**src/rtl/mips_branch_pkg.sv**
```systemverilog
// rtl/mips_branch_pkg.sv - shared constants and FSM encoding for the branch/PC stage
package mips_branch_pkg;

    localparam logic [31:0] RESET_PC_DEFAULT = 32'h0000_0000;
    localparam logic [31:0] PC_INC           = 32'd4;

    typedef enum logic {
        ST_RUN  = 1'b0,
        ST_SLOT = 1'b1
    } br_state_t;

endpackage

```
**src/rtl/branch_target.sv**
```systemverilog
// rtl/branch_target.sv - combinational branch/jump target select (jr > j > beq/bne)
module branch_target
    import mips_branch_pkg::*;
(
    input  logic        i_is_j,
    input  logic        i_is_jr,
    input  logic [31:0] i_id_pc_plus4,
    input  logic [15:0] i_imm16,
    input  logic [25:0] i_jaddr,
    input  logic [31:0] i_rs_data,
    output logic [31:0] o_target
);

    logic [31:0] w_br_offset;
    logic [31:0] w_br_target;
    logic [31:0] w_j_target;

    // Word offset: sign-extend then shift left by two; the add wraps modulo 2^32
    assign w_br_offset = {{14{i_imm16[15]}}, i_imm16, 2'b00};
    assign w_br_target = i_id_pc_plus4 + w_br_offset;
    assign w_j_target  = {i_id_pc_plus4[31:28], i_jaddr, 2'b00};

    always_comb begin
        o_target = w_br_target;
        if (i_is_jr) begin
            o_target = i_rs_data;
        end else if (i_is_j) begin
            o_target = w_j_target;
        end
    end

endmodule

```
**src/rtl/branch_pc_unit.sv**
```systemverilog
// rtl/branch_pc_unit.sv - PC register, branch resolution and stats; BRANCH_DELAY_SLOT_EN enables delay-slot FSM
module branch_pc_unit
    import mips_branch_pkg::*;
#(
    parameter logic [31:0] RESET_PC = RESET_PC_DEFAULT,
    parameter int          CNT_W    = 16
) (
    input  logic             clk,
    input  logic             rst_n,
    input  logic             stall,
    input  logic             id_valid,
    input  logic             is_beq,
    input  logic             is_bne,
    input  logic             is_j,
    input  logic             is_jr,
    input  logic             equal,
    input  logic [31:0]      id_pc_plus4,
    input  logic [15:0]      imm16,
    input  logic [25:0]      jaddr,
    input  logic [31:0]      rs_data,
    output logic [31:0]      pc,
    output logic             redirect,
    output logic             flush_if_id,
    output logic             slot_err,
    output logic [CNT_W-1:0] br_count,
    output logic [CNT_W-1:0] taken_count
);

    localparam logic [CNT_W-1:0] CNT_ONE = {{(CNT_W-1){1'b0}}, 1'b1};

    logic [31:0]      r_pc;
    logic [CNT_W-1:0] r_br_count;
    logic [CNT_W-1:0] r_taken_count;
    logic [31:0]      w_target;
    logic             w_cf;
    logic             w_in_run;
    logic             w_resolve;
    logic             w_taken;

    branch_target u_branch_target (
        .i_is_j        (is_j),
        .i_is_jr       (is_jr),
        .i_id_pc_plus4 (id_pc_plus4),
        .i_imm16       (imm16),
        .i_jaddr       (jaddr),
        .i_rs_data     (rs_data),
        .o_target      (w_target)
    );

    assign w_cf = is_beq | is_bne | is_j | is_jr;

`ifdef BRANCH_DELAY_SLOT_EN
    br_state_t r_state;
    br_state_t w_state_nxt;
    logic      r_slot_err;

    assign w_in_run = (r_state == ST_RUN);

    always_comb begin
        w_state_nxt = r_state;
        case (r_state)
            ST_RUN:  if (w_taken) w_state_nxt = ST_SLOT;
            ST_SLOT: if (!stall && id_valid) w_state_nxt = ST_RUN;
            default: w_state_nxt = ST_RUN;
        endcase
    end

    always_ff @(posedge clk) begin
        if (!rst_n) begin
            r_state    <= ST_RUN;
            r_slot_err <= 1'b0;
        end else begin
            r_state <= w_state_nxt;
            if (r_state == ST_SLOT && id_valid && !stall && w_cf) begin
                r_slot_err <= 1'b1;
            end
        end
    end

    assign slot_err    = r_slot_err;
    assign flush_if_id = 1'b0;
`else
    assign w_in_run    = 1'b1;
    assign slot_err    = 1'b0;
    assign flush_if_id = w_taken;
`endif

    // rst_n gating keeps redirect/flush quiet while reset is held
    assign w_resolve = rst_n & id_valid & ~stall & w_cf & w_in_run;
    assign w_taken   = w_resolve & (is_jr | is_j | (is_beq & equal) | (is_bne & ~equal));
    assign redirect  = w_taken;

    always_ff @(posedge clk) begin
        if (!rst_n) begin
            r_pc          <= RESET_PC;
            r_br_count    <= '0;
            r_taken_count <= '0;
        end else if (!stall) begin
            r_pc <= w_taken ? w_target : r_pc + PC_INC;
            if (w_resolve && r_br_count != '1) begin
                r_br_count <= r_br_count + CNT_ONE;
            end
            if (w_taken && r_taken_count != '1) begin
                r_taken_count <= r_taken_count + CNT_ONE;
            end
        end
    end

    assign pc          = r_pc;
    assign br_count    = r_br_count;
    assign taken_count = r_taken_count;

endmodule

```
**config.mk**
```make
export PLATFORM = sky130hd
export DESIGN_NAME = branch_pc_unit
export DESIGN_NICKNAME = d
export VERILOG_FILES = /design/src/rtl/mips_branch_pkg.sv /design/src/rtl/branch_target.sv /design/src/rtl/branch_pc_unit.sv
export SDC_FILE = /design/constraint.sdc
export NUM_CORES = 1
export LEC_CHECK = 0
export BUFFER_PORTS_ARGS = -buffer_cell sky130_fd_sc_hd__clkbuf_2
export CORE_MARGIN = 1.5
export CORE_UTILIZATION = 52
export CTS_CLUSTER_DIAMETER = 150
export CTS_CLUSTER_SIZE = 16
export DETAILED_ROUTE_END_ITERATION = 16
export MAX_ROUTING_LAYER = met4
export PLACE_DENSITY_LB_ADDON = 0.25
export SYNTH_ARGS = -nofsm -noshare
export SYNTH_HDL_FRONTEND = slang
export SYNTH_SLANG_ARGS = --single-unit
```
**constraint.sdc**
```tcl
create_clock -name clk -period 3.8 [get_ports clk]
set_input_delay 0.19 -clock clk [delete_from_list [all_inputs] [get_ports clk]]
set_output_delay 0.19 -clock clk [all_outputs]
set_load 0.05 [all_outputs]
```
==> results of run 1 <==
## layout by cell type, fill, tap and decap left out, drive strengths merged, types with 4 or more instances in the layout
master / netlist / final
buf: 8 / 8
and4: 7 / 7
nand2b: 14 / 14
a21oi: 53 / 53
inv: 8 / 8
o31ai: 7 / 7
clkbuf: 25 / 190
nor3: 7 / 7
a21boi: 8 / 8
and3: 18 / 18
o21ai: 70 / 70
mux2i: 9 / 9
or3: 7 / 7
ha: 32 / 32
a31oi: 18 / 18
dfxtp: 64 / 64
o211ai: 15 / 15
a21o: 19 / 19
xnor2: 29 / 29
and2: 38 / 38
nand2: 69 / 69
a221oi: 4 / 4
a31o: 4 / 4
nand3: 26 / 26
xor2: 17 / 17
clkinv: 1 / 6
nor2: 56 / 56
nor2b: 15 / 15
o22ai: 6 / 6
nand4: 16 / 16
a211oi: 9 / 9
## logic make-up (layout without fill, tap and decap cells)
family                   count (synthesis)  count (layout)  share of synthesized area
flip-flops                              64              64                     0.2348
AND/OR/NAND/NOR                        290             290                     0.2756
XOR/XNOR                                46              46                    0.07382
adder cells (fa/ha/maj)                 33              33                    0.07703
buffers and inverters                   42             213                    0.03049
AO/OA/AOI/OAI                          240             240                     0.2850
other                                    1               1                  0.0006871
multiplexers                            12              12                    0.02270
## worst reg2reg max path, delay by kind of cell, from the launching register on
kind / cells / cell delay (ns)
AO/OA/AOI/OAI: 2 / 0.33
flip-flops: 1 / 0.44
multiplexers: 1 / 0.21
AND/OR/NAND/NOR: 6 / 1.59
## stage by stage
| step | utilization | power (uW) | worst slack, ns | cells | hold slack [ns] |
|---|---|---|---|---|---|
| after floorplan | - | 1149 | 1.089 | 728 | 0.3375 |
| after global placement | 0.6310 | 1320 | 0.8033 | 1019 | 0.4745 |
| after detailed placement | 0.6310 | 1328 | 0.7403 | 1019 | 0.4762 |
| after CTS | 0.6504 | 1912 | 1.089 | 1035 | 0.1174 |
| after global routing | 0.6504 | 2001 | 0.7727 | 1035 | 0.1461 |
| final | 0.6504 | 1914 | 1.015 | 1035 | 0.1252 |
## layout make-up
type	count	area, sq um	area share
tap	136	170.2	0.02557
timing repair buffer	188	960.9	0.1444
multi-input combinational	622	4010	0.6027
sequential	64	1281	0.1926
clock inverter	6	70.07	0.01053
inverter	9	33.78	0.005077
clock buffer	10	127.6	0.01918
## registers in the layout (all words and copies together), names as in the netlist
register,flops
taken_count,16
br_count,16
pc,32
## layer usage
metal	wire, um	GRT usage	up-vias	share of wire
met2	7524	0.4827	284	0.46
li1	-	-	3019	-
met1	7285	0.3945	2771	0.45
met4	364	0.1018	0	0.022
met3	1180	0.02783	33	0.072
met5	0	-	-	0
## synthesized netlist by cell type, types with 15 or more instances
library cell | instances | share of area
a21oi_1 | 52 | 0.048
nand2_1 | 69 | 0.047
nand4_1 | 16 | 0.018
xnor2_1 | 29 | 0.047
o211ai_1 | 15 | 0.021
and3_1 | 17 | 0.019
xor2_1 | 17 | 0.027
nand3_1 | 26 | 0.024
dfxtp_1 | 64 | 0.23
clkbuf_1 | 25 | 0.017
nor2_1 | 56 | 0.039
a21o_1 | 18 | 0.025
nor2b_1 | 15 | 0.017
ha_1 | 32 | 0.073
a31oi_1 | 18 | 0.021
and2_1 | 38 | 0.044
o21ai_0 | 68 | 0.062
## power groups by stage
stage	combinational [uW]	clock (uW)	sequential (uW)
detailed placement	595	0	733
global route	660	620	722
global placement	589	0	731
finish	606	589	719
CTS	599	596	718
floorplan	354	0	796
## how the worst max path moves through the flow
stage	startpoint	to	slack (ns)	cells past startpoint
finish	id_pc_plus4[10]	pc[25]	1.01	11
CTS	id_pc_plus4[10]	pc[25]	1.09	11
floorplan	id_pc_plus4[2]	pc[30]	1.09	11
detailed placement	id_pc_plus4[2]	pc[26]	0.74	12
global route	id_pc_plus4[10]	pc[25]	0.77	11
global placement	id_pc_plus4[2]	pc[30]	0.80	12
==> metrics.md, run 1 <==
| Metric | Value |
|---|---|
| Status | finished clean |
| Worst Setup End Kind | flip-flop |
| Yosys Warn Count | 0 |
| Drt pass-1 iters | 5 |
| Largest stage delay on the critical path | 0.50 ns |
| Setup_tns | 0 ns |
| Via Count | between 6,000 and 7,000 |
| Period utilisation layout | 0.7329 |
| Final instance area | around 0.0067 sq mm |
| H-tree lvl count | 3 |
| Final hold vios | 0 |
| Routability cong. | approximately 0.97 |
| Reg-to-reg critical path startpoint | pc[6] |
| Sequential area share after synthesis | 0.2348 |
| Worst min-delay path class | in -> reg |
| Clock transition at path regs | about 0.080 ns |
| Cell Chain, Critical Path | clkbuf_2 > ha_1 > a21oi_1 > o21ai_0 > a21oi_1 > nor4b_1 > o211ai_1 > a31oi_1 > mux2i_1 > o221ai_1 > a32o_1 |
| VDD IR max | roughly 0.00021 V |
| Total wire length | approximately 16,000 um |
| Largest net degree at the start of global routing | 66 |
| Die width | approximately 110 um |
| Reg power frac | 0.376 |
| Num CTS Buffers | 9 |
| Hold-critical path depth | 3 |
| DR WL/cell | 15.80 um |
| Number of placement rows | 37 |
| Area Overhead vs Synth | 21.92% |
| R2R depth | 9 |
| Clock share of power | 0.308 |
| RSZ-0062 raised after global routing | false |
| Clk Latency, worst-skew pair | 0.35 ns |
| Worst hold start | rs_data[16] |
| Clock Skew | 0.01154 ns |
| Vias per Instance | between 5 and 6 |
| First DRT Iteration DRCs | between 500 and 600 |
| Mapped Cells | between 700 and 800 |
| Logic gate share of total power | 0.317 |
| # diodes | 0 |
| DP Wirelength | 12,630 um |
| Pwr dens | roughly 290 mW/mm^2 |
| Die height | approximately 110 um |
| DRC Markers | 0 |
| Critical Path RT | approximately 4 ns |
| Main synth FF type | dfxtp_1 |
| # hold bufs at CTS | 0 |
| Placed inst area | 0.006456 sq mm |
| Layout cells sized above 1 | 0.2469 |
| Starting Density | 0.5334 |
| # IOs | 182 |
| P_int | approximately 1200 uW |
| Worst-Margin Slew | between 0.7 and 0.8 ns |
| Buffer and inverter count on the worst path | 1 |
| # resized after CTS | 0 |
| Final nets | ~1,000 |
| Switching Fraction | 0.3551 |
| Clk sink count | 64 |
| Routed Antenna Nets | 0 |
| Syn Area/Cell | roughly 7.5 sq um |
| Worst R2R End | pc[29] |
| Worst R2R Setup Slack | between 1 and 1.5 ns |
| Setup CP Type | in -> reg |
| Bufs on Longest Clock Path | 2 |
| Max Clk Rate | about 360 MHz |
| CP dominant cell by count | a21oi_1 |
| Final min period | approximately 2.8 ns |
| Die area | between 0.01 and 0.015 sq mm |
| Critical path arrival | approximately 3.0 ns |
| Core Footprint | 0.01023 sq mm |
| CP Max Fanout | 6 |
| Leak | 0.002972 uW |
| Syn nets | around 900 |
| Library cells used by synthesis | 70 |
| First-pass GRT wire length | ~27,000 um |
| Final setup violation count | 0 |
| Initial antenna violation count | 0 |
| Startpoint Class | input pin |
| Root Driver | clkbuf_8 |
| I/O Buffers | 180 |
| Post-synth EDFFs | 0 |
| Worst path slowest cell | nor4b_1 |
| Grt total ovfl | 0 |
| Psw | approximately 680 uW |
| Hold EP | pc[16] |
| Max-cap viol count | 0 |
| CTS tree | done |
| Vias in the first global route | about 5,700 |
| Fillcell total | 900 |
| Relative slew slack | 0.4838 |
| Post-CTS setup buffer count | 0 |
| GRT Util Overall | 0.2995 |
| Synthesized cell area | approximately 0.0055 sq mm |
| Synth Register Bits | 64 |
| Crit-path leading delay family | compound AO/OA/AOI/OAI gates |
| Slew Viols, Final | 0 |
| Post-synth ARST share | 0 |
(Power assumes the default switching activity.)
==> inputs of run 2 (changes only) <==
--- a/config.mk
+++ b/config.mk
@@ -5,9 +5,10 @@
 export SDC_FILE = /design/constraint.sdc
 export NUM_CORES = 1
 export LEC_CHECK = 0
+export ABC_AREA = 1
 export BUFFER_PORTS_ARGS = -buffer_cell sky130_fd_sc_hd__clkbuf_2
 export CORE_MARGIN = 1.5
-export CORE_UTILIZATION = 52
+export CORE_UTILIZATION = 48
 export CTS_CLUSTER_DIAMETER = 150
 export CTS_CLUSTER_SIZE = 16
 export DETAILED_ROUTE_END_ITERATION = 16
==> constraint.sdc (replaced) <==
create_clock -name clk -period 2.3 [get_ports clk]
set_input_delay 0.115 -clock clk [delete_from_list [all_inputs] [get_ports clk]]
set_output_delay 0.115 -clock clk [all_outputs]
set_load 0.05 [all_outputs]
==> run 2 against run 1 <==
  * Power increased by 100%
  * Count of clock-buffer cells in the layout stayed put
  * Synthesized cell count rose by 48%
  * Critical path type is now reg -> reg
  * Highest routed layer unchanged
==> metrics.md, run 2 <==
| Metric | Value |
|---|---|
| Drt pass-1 iters | 7 |
| Period utilisation layout | 0.8693 |
| Clk sink count | between 60 and 70 |
| Fillcell total | about 1,300 |
| Setup CP Type | reg -> reg |
| H-tree lvl count | 3 |
| VDD IR max | between 0.0003 and 0.0004 V |
| GRT Max-Usage Layer | met2 |
| Largest cells by area after synthesis | dfxtp_1 21%, nand2_1 17%, a21oi_1 10% |
| Grt total ovfl | 0 |
| Num CTS Buffers | 9 |
| Max Clk Rate | ~500 MHz |
| Vias in the first global route | 6,676 |
| Count leader, synth | nand2_1 |
| First DRT Iteration DRCs | ~590 |
| Starting Density | 0.4907 |
| Core Util, Final | 0.6047 |
| Max FFs per register | 32 |
| Main synth FF type | dfxtp_1 |
| Commonest cells post-synth | 275 x nand2_1, 143 x nor2_1, 128 x a21oi_1 |
| GRT met1 Usage | 0.4083 |
| Die height | around 120 um |
| Die width | between 100 and 150 um |
| Via Count | between 7,000 and 8,000 |
| # IOs | about 180 |
| Leak | approximately 0.0037 uW |
| Startpoint Class | flip-flop |
| DRC Markers | 0 |
| Clk Latency, worst-skew pair | 0.33 ns |
| Final min period | 1.999 ns |
| First-pass GRT wire length | 31,920 um |
| Initial antenna violation count | 0 |
| FF/Latch Area | ~0.0013 sq mm |
| Top cell type's share of synthesized area | 0.2078 |
| # resized after CTS | 0 |
| # hold bufs at CTS | 0 |
| Setup WS post-layout | ~0.3 ns |
| Worst Setup End Kind | flip-flop |
| CP Max Fanout | 7 |
| CTS tree | done |
| Routed Antenna Nets | 0 |
| Core Footprint | roughly 0.013 sq mm |
| Clock transition at path regs | approximately 0.060 ns |
| Reg-to-reg critical path startpoint | taken_count[0] |
| Final hold vios | 0 |
| Critical Path RT | 2.57 ns |
| Root Driver | clkbuf_16 |
| Status | finished clean |
| Syn nets | about 1,200 |
| Bufs on Longest Clock Path | 2 |
| Routability cong. | about 0.98 |
| Layout cells sized above 1 | 0.1820 |
| Setup_tns | 0 ns |
| Total wire length | about 21,000 um |
| DP Wirelength | ~17,000 um |
| Clock Skew | 0.006217 ns |
| GR met2 Demand/Resource | 0.4839 |
| Synth Register Bits | between 60 and 70 |
| # diodes | 0 |
| Largest net degree at the start of global routing | roughly 50 |
| Final nets | ~1,400 |
| Yosys Warn Count | 0 |
| Mapped Cells | 1,074 |
| Post-CTS setup buffer count | 0 |
| Worst R2R End | taken_count[12] |
| Worst R2R Setup Slack | around 0.3 ns |
| Post-synth EDFFs | 0 |
| Crit path launch | taken_count[0] |
| Area Overhead vs Synth | 23.23% |
| Worst min-delay path class | in -> reg |
| Post-synth top area cell | dfxtp_1 |
| I/O Buffers | 180 |
| Final setup violation count | 0 |
| Most frequent cells in the layout | 275 x nand2_1, 180 x clkbuf_2, 143 x nor2_1 |
| Syn Area/Cell | between 5 and 6 sq um |
| Post-synth ARST share | 0 |
| Critical path arrival | about 2.3 ns |
| CP Capture Point | taken_count[12] |
| RSZ-0062 raised after global routing | false |
| Sequential area share after synthesis | 0.2078 |
| Number of placement rows | 41 |
| R2R depth | 11 |
| Multi-input logic area | between 0.004 and 0.005 sq mm |
| Max-cap viol count | 0 |
| GRT Util Overall | 0.3086 |
| Place WS | just over 0.1 ns |
| Library cells used by synthesis | 43 |
| Synthesized cell area | between 0.006 and 0.007 sq mm |
| Pwr dens | roughly 510 mW/mm^2 |
| DR WL/cell | roughly 14 um |
| Vias per Instance | 5.387 |
| Slew Viols, Final | 0 |
| M3 GR Usage | 0.04307 |
| Die area | about 0.014 sq mm |
| Commonest non-fill, non-tap cell in the layout | nand2_1 |
## run 2: cell families (layout without fill, tap and decap cells)
group / Yosys count / after routing / share of synthesized area
other: 1 / 1 / 0.0006081
buffers and inverters: 154 / 333 / 0.09576
and+or+nand+nor: 551 / 551 / 0.3743
AOI/OAI and AO/OA: 243 / 243 / 0.2136
adders and majority gates: 33 / 33 / 0.06817
DFF: 64 / 64 / 0.2078
xor gates and xnor gates: 28 / 28 / 0.03976
## run 2: worst min path at each step
stage,from,endpoint,slack [ns],depth (start not counted)
detailed placement,id_pc_plus4[0],pc[0],0.42,3
floorplan,rst_n,pc[11],0.30,2
finish,id_pc_plus4[0],pc[0],0.08,3
CTS,id_pc_plus4[0],pc[0],0.07,3
global route,id_pc_plus4[1],pc[1],0.08,3
global placement,id_pc_plus4[0],pc[0],0.41,3
## run 2: metrics by stage
stage               cell area (sq um)  hold WS [ns]  power, uW  std cells
floorplan                        6167        0.3014       2007       1074
global placement                 7279        0.4084       2363       1410
detailed placement               7279        0.4236       2366       1410
CTS                              7600       0.07276       3834       1425
global route                     7600       0.07891       4028       1425
finish                           7600       0.07840       3845       1425
## run 2: power by group
part | total [uW] | switching (uW) | internal, uW
Clock | 1480 | 506 | 971
Sequential | 1210 | 60.6 | 1150
Combinational | 1150 | 764 | 390
## run 2: layer usage
metal  up-vias  wire (um)
li1       3908          -
met1      3424       9217
met2       303       9369
met3        42       1405
met4         0        591
met5         -          0
## run 2: final cells by class
| type | count | share of cell area |
|---|---|---|
| sequential | 64 | 0.1686 |
| multi-input combinational | 856 | 0.5652 |
| tap | 172 | 0.02832 |
| inverter | 120 | 0.05943 |
| clock inverter | 5 | 0.01070 |
| timing repair buffer | 198 | 0.1363 |
| clock buffer | 10 | 0.03145 |
## run 2: critical path, stage by stage (launching register included)
cell	delay, ns
dfxtp_1	0.39
ha_1	0.20
nand3_1	0.12
nor3_1	0.25
nand4_1	0.17
nand2_2	0.18
clkinv_2	0.12
nand2_1	0.13
nor2_1	0.09
nand2_1	0.08
o21ai_0	0.08
a21oi_1	0.14
==> inputs of run 3 (changes only) <==
--- a/config.mk
+++ b/config.mk
@@ -7,8 +7,9 @@
 export LEC_CHECK = 0
 export ABC_AREA = 1
 export BUFFER_PORTS_ARGS = -buffer_cell sky130_fd_sc_hd__clkbuf_2
+export CAP_MARGIN = 25
 export CORE_MARGIN = 1.5
-export CORE_UTILIZATION = 48
+export CORE_UTILIZATION = 50
 export CTS_CLUSTER_DIAMETER = 150
 export CTS_CLUSTER_SIZE = 16
 export DETAILED_ROUTE_END_ITERATION = 16
@@ -16,4 +17,5 @@
 export PLACE_DENSITY_LB_ADDON = 0.25
 export SYNTH_ARGS = -nofsm -noshare
 export SYNTH_HDL_FRONTEND = slang
+export SYNTH_HIERARCHICAL = 1
 export SYNTH_SLANG_ARGS = --single-unit
==> run 3 against run 2 <==
  * Register-to-register slack about the same
  * Via count grew 12%
  * Utilization is 0.57 points higher
  * Setup slack got worse by 0.056 ns
  * Non-clock buffer count up 5
  * Global-route usage grew 0.43 points
  * Cell count increased by 16%
  * Wire length increased by 8.4%
  * Area after synthesis is 14% higher
  * Count of clock-buffer cells in the layout stayed put
  * Maximum frequency is 2.7% lower
  * Critical path type is now in -> reg
  * Critical endpoint is now pc[25]
  * Largest power group unchanged
==> metrics.md, run 3 <==
| Metric | Value |
|---|---|
| Status | finished clean |
| P_int | 2317 uW |
| Worst min-delay path class | in -> reg |
| Post-synth EDFFs | 0 |
| Commonest non-fill, non-tap cell in the layout | nand2_1 |
| Non-filler cells, final | ~1,700 |
| H-tree lvl count | 3 |
| Largest net degree at the start of global routing | between 50 and 60 |
| DP Wirelength | approximately 18,000 um |
| Setup_tns | 0 ns |
| Die width | ~120 um |
| Worst Setup End Kind | flip-flop |
| Relative slew slack | 0.6640 |
| Max FFs per register | 32 |
| Most frequent cells in the layout | 456 x nand2_1, 178 x clkbuf_2, 168 x inv_1 |
| Final min period | 2.056 ns |
| Initial antenna violation count | 0 |
| Startpoint Class | input pin |
| Bufs on Longest Clock Path | 2 |
| Final nets | approximately 1,600 |
| Commonest cells post-synth | 456 x nand2_1, 168 x inv_1, 143 x nor2_1 |
| Clock share of power | 0.359 |
| Setup CP Type | in -> reg |
| Fillcell total | ~1,400 |
| Library cells used by synthesis | 40 |
| CP Max Fanout | 11 |
| Die area | approximately 0.015 sq mm |
| Num CTS Buffers | 9 |
| Pwr dens | between 400 and 500 mW/mm^2 |
| Yosys Warn Count | 6 |
| Critical path arrival | 2.27 ns |
| Die height | approximately 120 um |
| Post-synth top area cell | nand2_1 |
| Total wire length | roughly 22,000 um |
| RSZ-0062 raised after global routing | false |
| Main synth FF type | dfxtp_1 |
| Clk sink count | 64 |
| R2R depth | 9 |
| Reg-to-reg critical path startpoint | taken_count[0] |
| Syn nets | roughly 1,400 |
| Clock Skew | between 0.01 and 0.015 ns |
| # resized after CTS | 0 |
| Max Clk Rate | ~490 MHz |
| Layout cells sized above 1 | 0.1745 |
| GRT Util Overall | 0.3129 |
| Routability cong. | between 1 and 1.5 |
| Worst R2R End | taken_count[7] |
| Mapped Cells | between 1,000 and 1,500 |
| Vias per Instance | between 5 and 6 |
| DR WL/cell | between 10 and 15 um |
| DRC Markers | 0 |
| Critical Path RT | roughly 2.5 ns |
| Via Count | 8,624 |
| Routed Antenna Nets | 0 |
| Clock transition at path regs | about 0.060 ns |
| Final setup violation count | 0 |
| Vias in the first global route | approximately 7,600 |
| First DRT Iteration DRCs | 946 |
| Slew Viols, Final | 0 |
| Syn Area/Cell | 5.434 sq um |
| Synth Register Bits | between 60 and 70 |
| Grt total ovfl | 0 |
| Core Util, Final | 0.6104 |
| I/O Buffers | between 150 and 200 |
| Area Overhead vs Synth | 19.83% |
| Root Driver | clkbuf_16 |
| VDD IR max | 0.0003332 V |
| Core Footprint | between 0.01 and 0.015 sq mm |
| Hold-critical path depth | 5 |
| Post-CTS setup buffer count | 0 |
| Max-cap viol count | 0 |
| Switching Fraction | 0.3703 |
| Number of placement rows | 43 |
| # IOs | 182 |
| Worst-Margin Slew | 0.5040 ns |
| DP Cell Count | roughly 1,600 |
| Clk Latency, worst-skew pair | around 0.34 ns |
| # hold bufs at CTS | 0 |
| Leak | around 0.0042 uW |
| Top cell type's share of synthesized area | 0.2430 |
| Count leader, synth | nand2_1 |
| Largest cells by area after synthesis | nand2_1 24%, dfxtp_1 18%, inv_1 9.0% |
| Starting Density | 0.5094 |
| Worst R2R Setup Slack | ~0.29 ns |
| CTS tree | done |
| Hold EP | pc[1] |
| Reg power frac | 0.320 |
| Logic gate share of total power | 0.321 |
| Synthesized cell area | 0.007043 sq mm |
| FF/Latch Area | 0.001281 sq mm |
| Drt pass-1 iters | 6 |
| First-pass GRT wire length | between 30,000 and 40,000 um |
| # diodes | 0 |
| Sequential area share after synthesis | 0.1819 |
| Final hold vios | 0 |
| Worst hold start | rs_data[1] |
| Multi-input logic area | 0.004885 sq mm |
| Psw | about 1400 uW |
| Period utilisation layout | 0.8937 |
| Post-synth ARST share | 0 |
[run 3: cells by family after synthesis]
group / count (synthesis) / synth area share
AOI/OAI and AO/OA: 175 / 0.1315
xor gates and xnor gates: 29 / 0.03606
adders and majority gates: 33 / 0.05969
buffers and inverters: 215 / 0.1245
DFF: 64 / 0.1819
other: 1 / 0.0005324
and+or+nand+nor: 779 / 0.4658
[run 3: routing by layer]
metal | wire (um) | vias to the layer above | track usage
li1 | - | 4430 | -
met1 | 10430 | 3846 | 0.4280
met2 | 9964 | 313 | 0.4905
met3 | 1480 | 35 | 0.03886
met4 | 451 | 0 | 0.07794
met5 | 0 | - | -
[run 3: final cells by class]
class	count	area share
Inverter	173	0.07695
Clock buffer	10	0.02832
Sequential cell	64	0.1518
Tap cell	180	0.02669
Multi-Input combinational cell	1017	0.5788
Timing Repair Buffer	203	0.1322
Clock inverter	6	0.005189
[run 3: critical path, cell delays in order]
cell and delay (ns):
clkbuf_2 0.20, ha_1 0.47, nand2_1 0.14, nor2_1 0.22, nand2_1 0.09, inv_1 0.09, nand3_1 0.15, nand4_1 0.14
nand3_1 0.08, nand2_1 0.11, nand2_1 0.07, o21ai_0 0.21, inv_1 0.07, nand2_1 0.07, a21oi_1 0.05
[run 3: power by group through the flow]
stage	clock network, uW	registers (uW)	logic (uW)
after floorplan	0	1290	713
after global placement	0	1200	1160
after detailed placement	0	1200	1160
after CTS	1340	1180	1170
after global routing	1390	1180	1310
final	1320	1180	1180
[run 3: worst max-delay path by stage]
| stage | from | end | slack, ns | cells past startpoint |
|---|---|---|---|---|
| after floorplan | br_count[0] | br_count[4] | 0.36 | 9 |
| after global placement | imm16[15] | pc[25] | -0.07 | 15 |
| after detailed placement | imm16[15] | pc[25] | -0.03 | 15 |
| after CTS | taken_count[0] | taken_count[7] | 0.32 | 9 |
| after global routing | imm16[15] | pc[25] | 0.12 | 15 |
| final | imm16[15] | pc[25] | 0.24 | 15 |
[run 3: through the flow]
stage | setup WS, ns | total power, uW | hold WS [ns] | cell area [sq um]
after CTS | 0.3192 | 3686 | 0.1245 | 8439
after global routing | 0.1155 | 3886 | 0.1802 | 8439
after detailed placement | -0.03119 | 2363 | 0.4837 | 8157
final | 0.2445 | 3680 | 0.1329 | 8439
after global placement | -0.06974 | 2360 | 0.4835 | 8157
after floorplan | 0.3577 | 1999 | 0.2561 | 7043
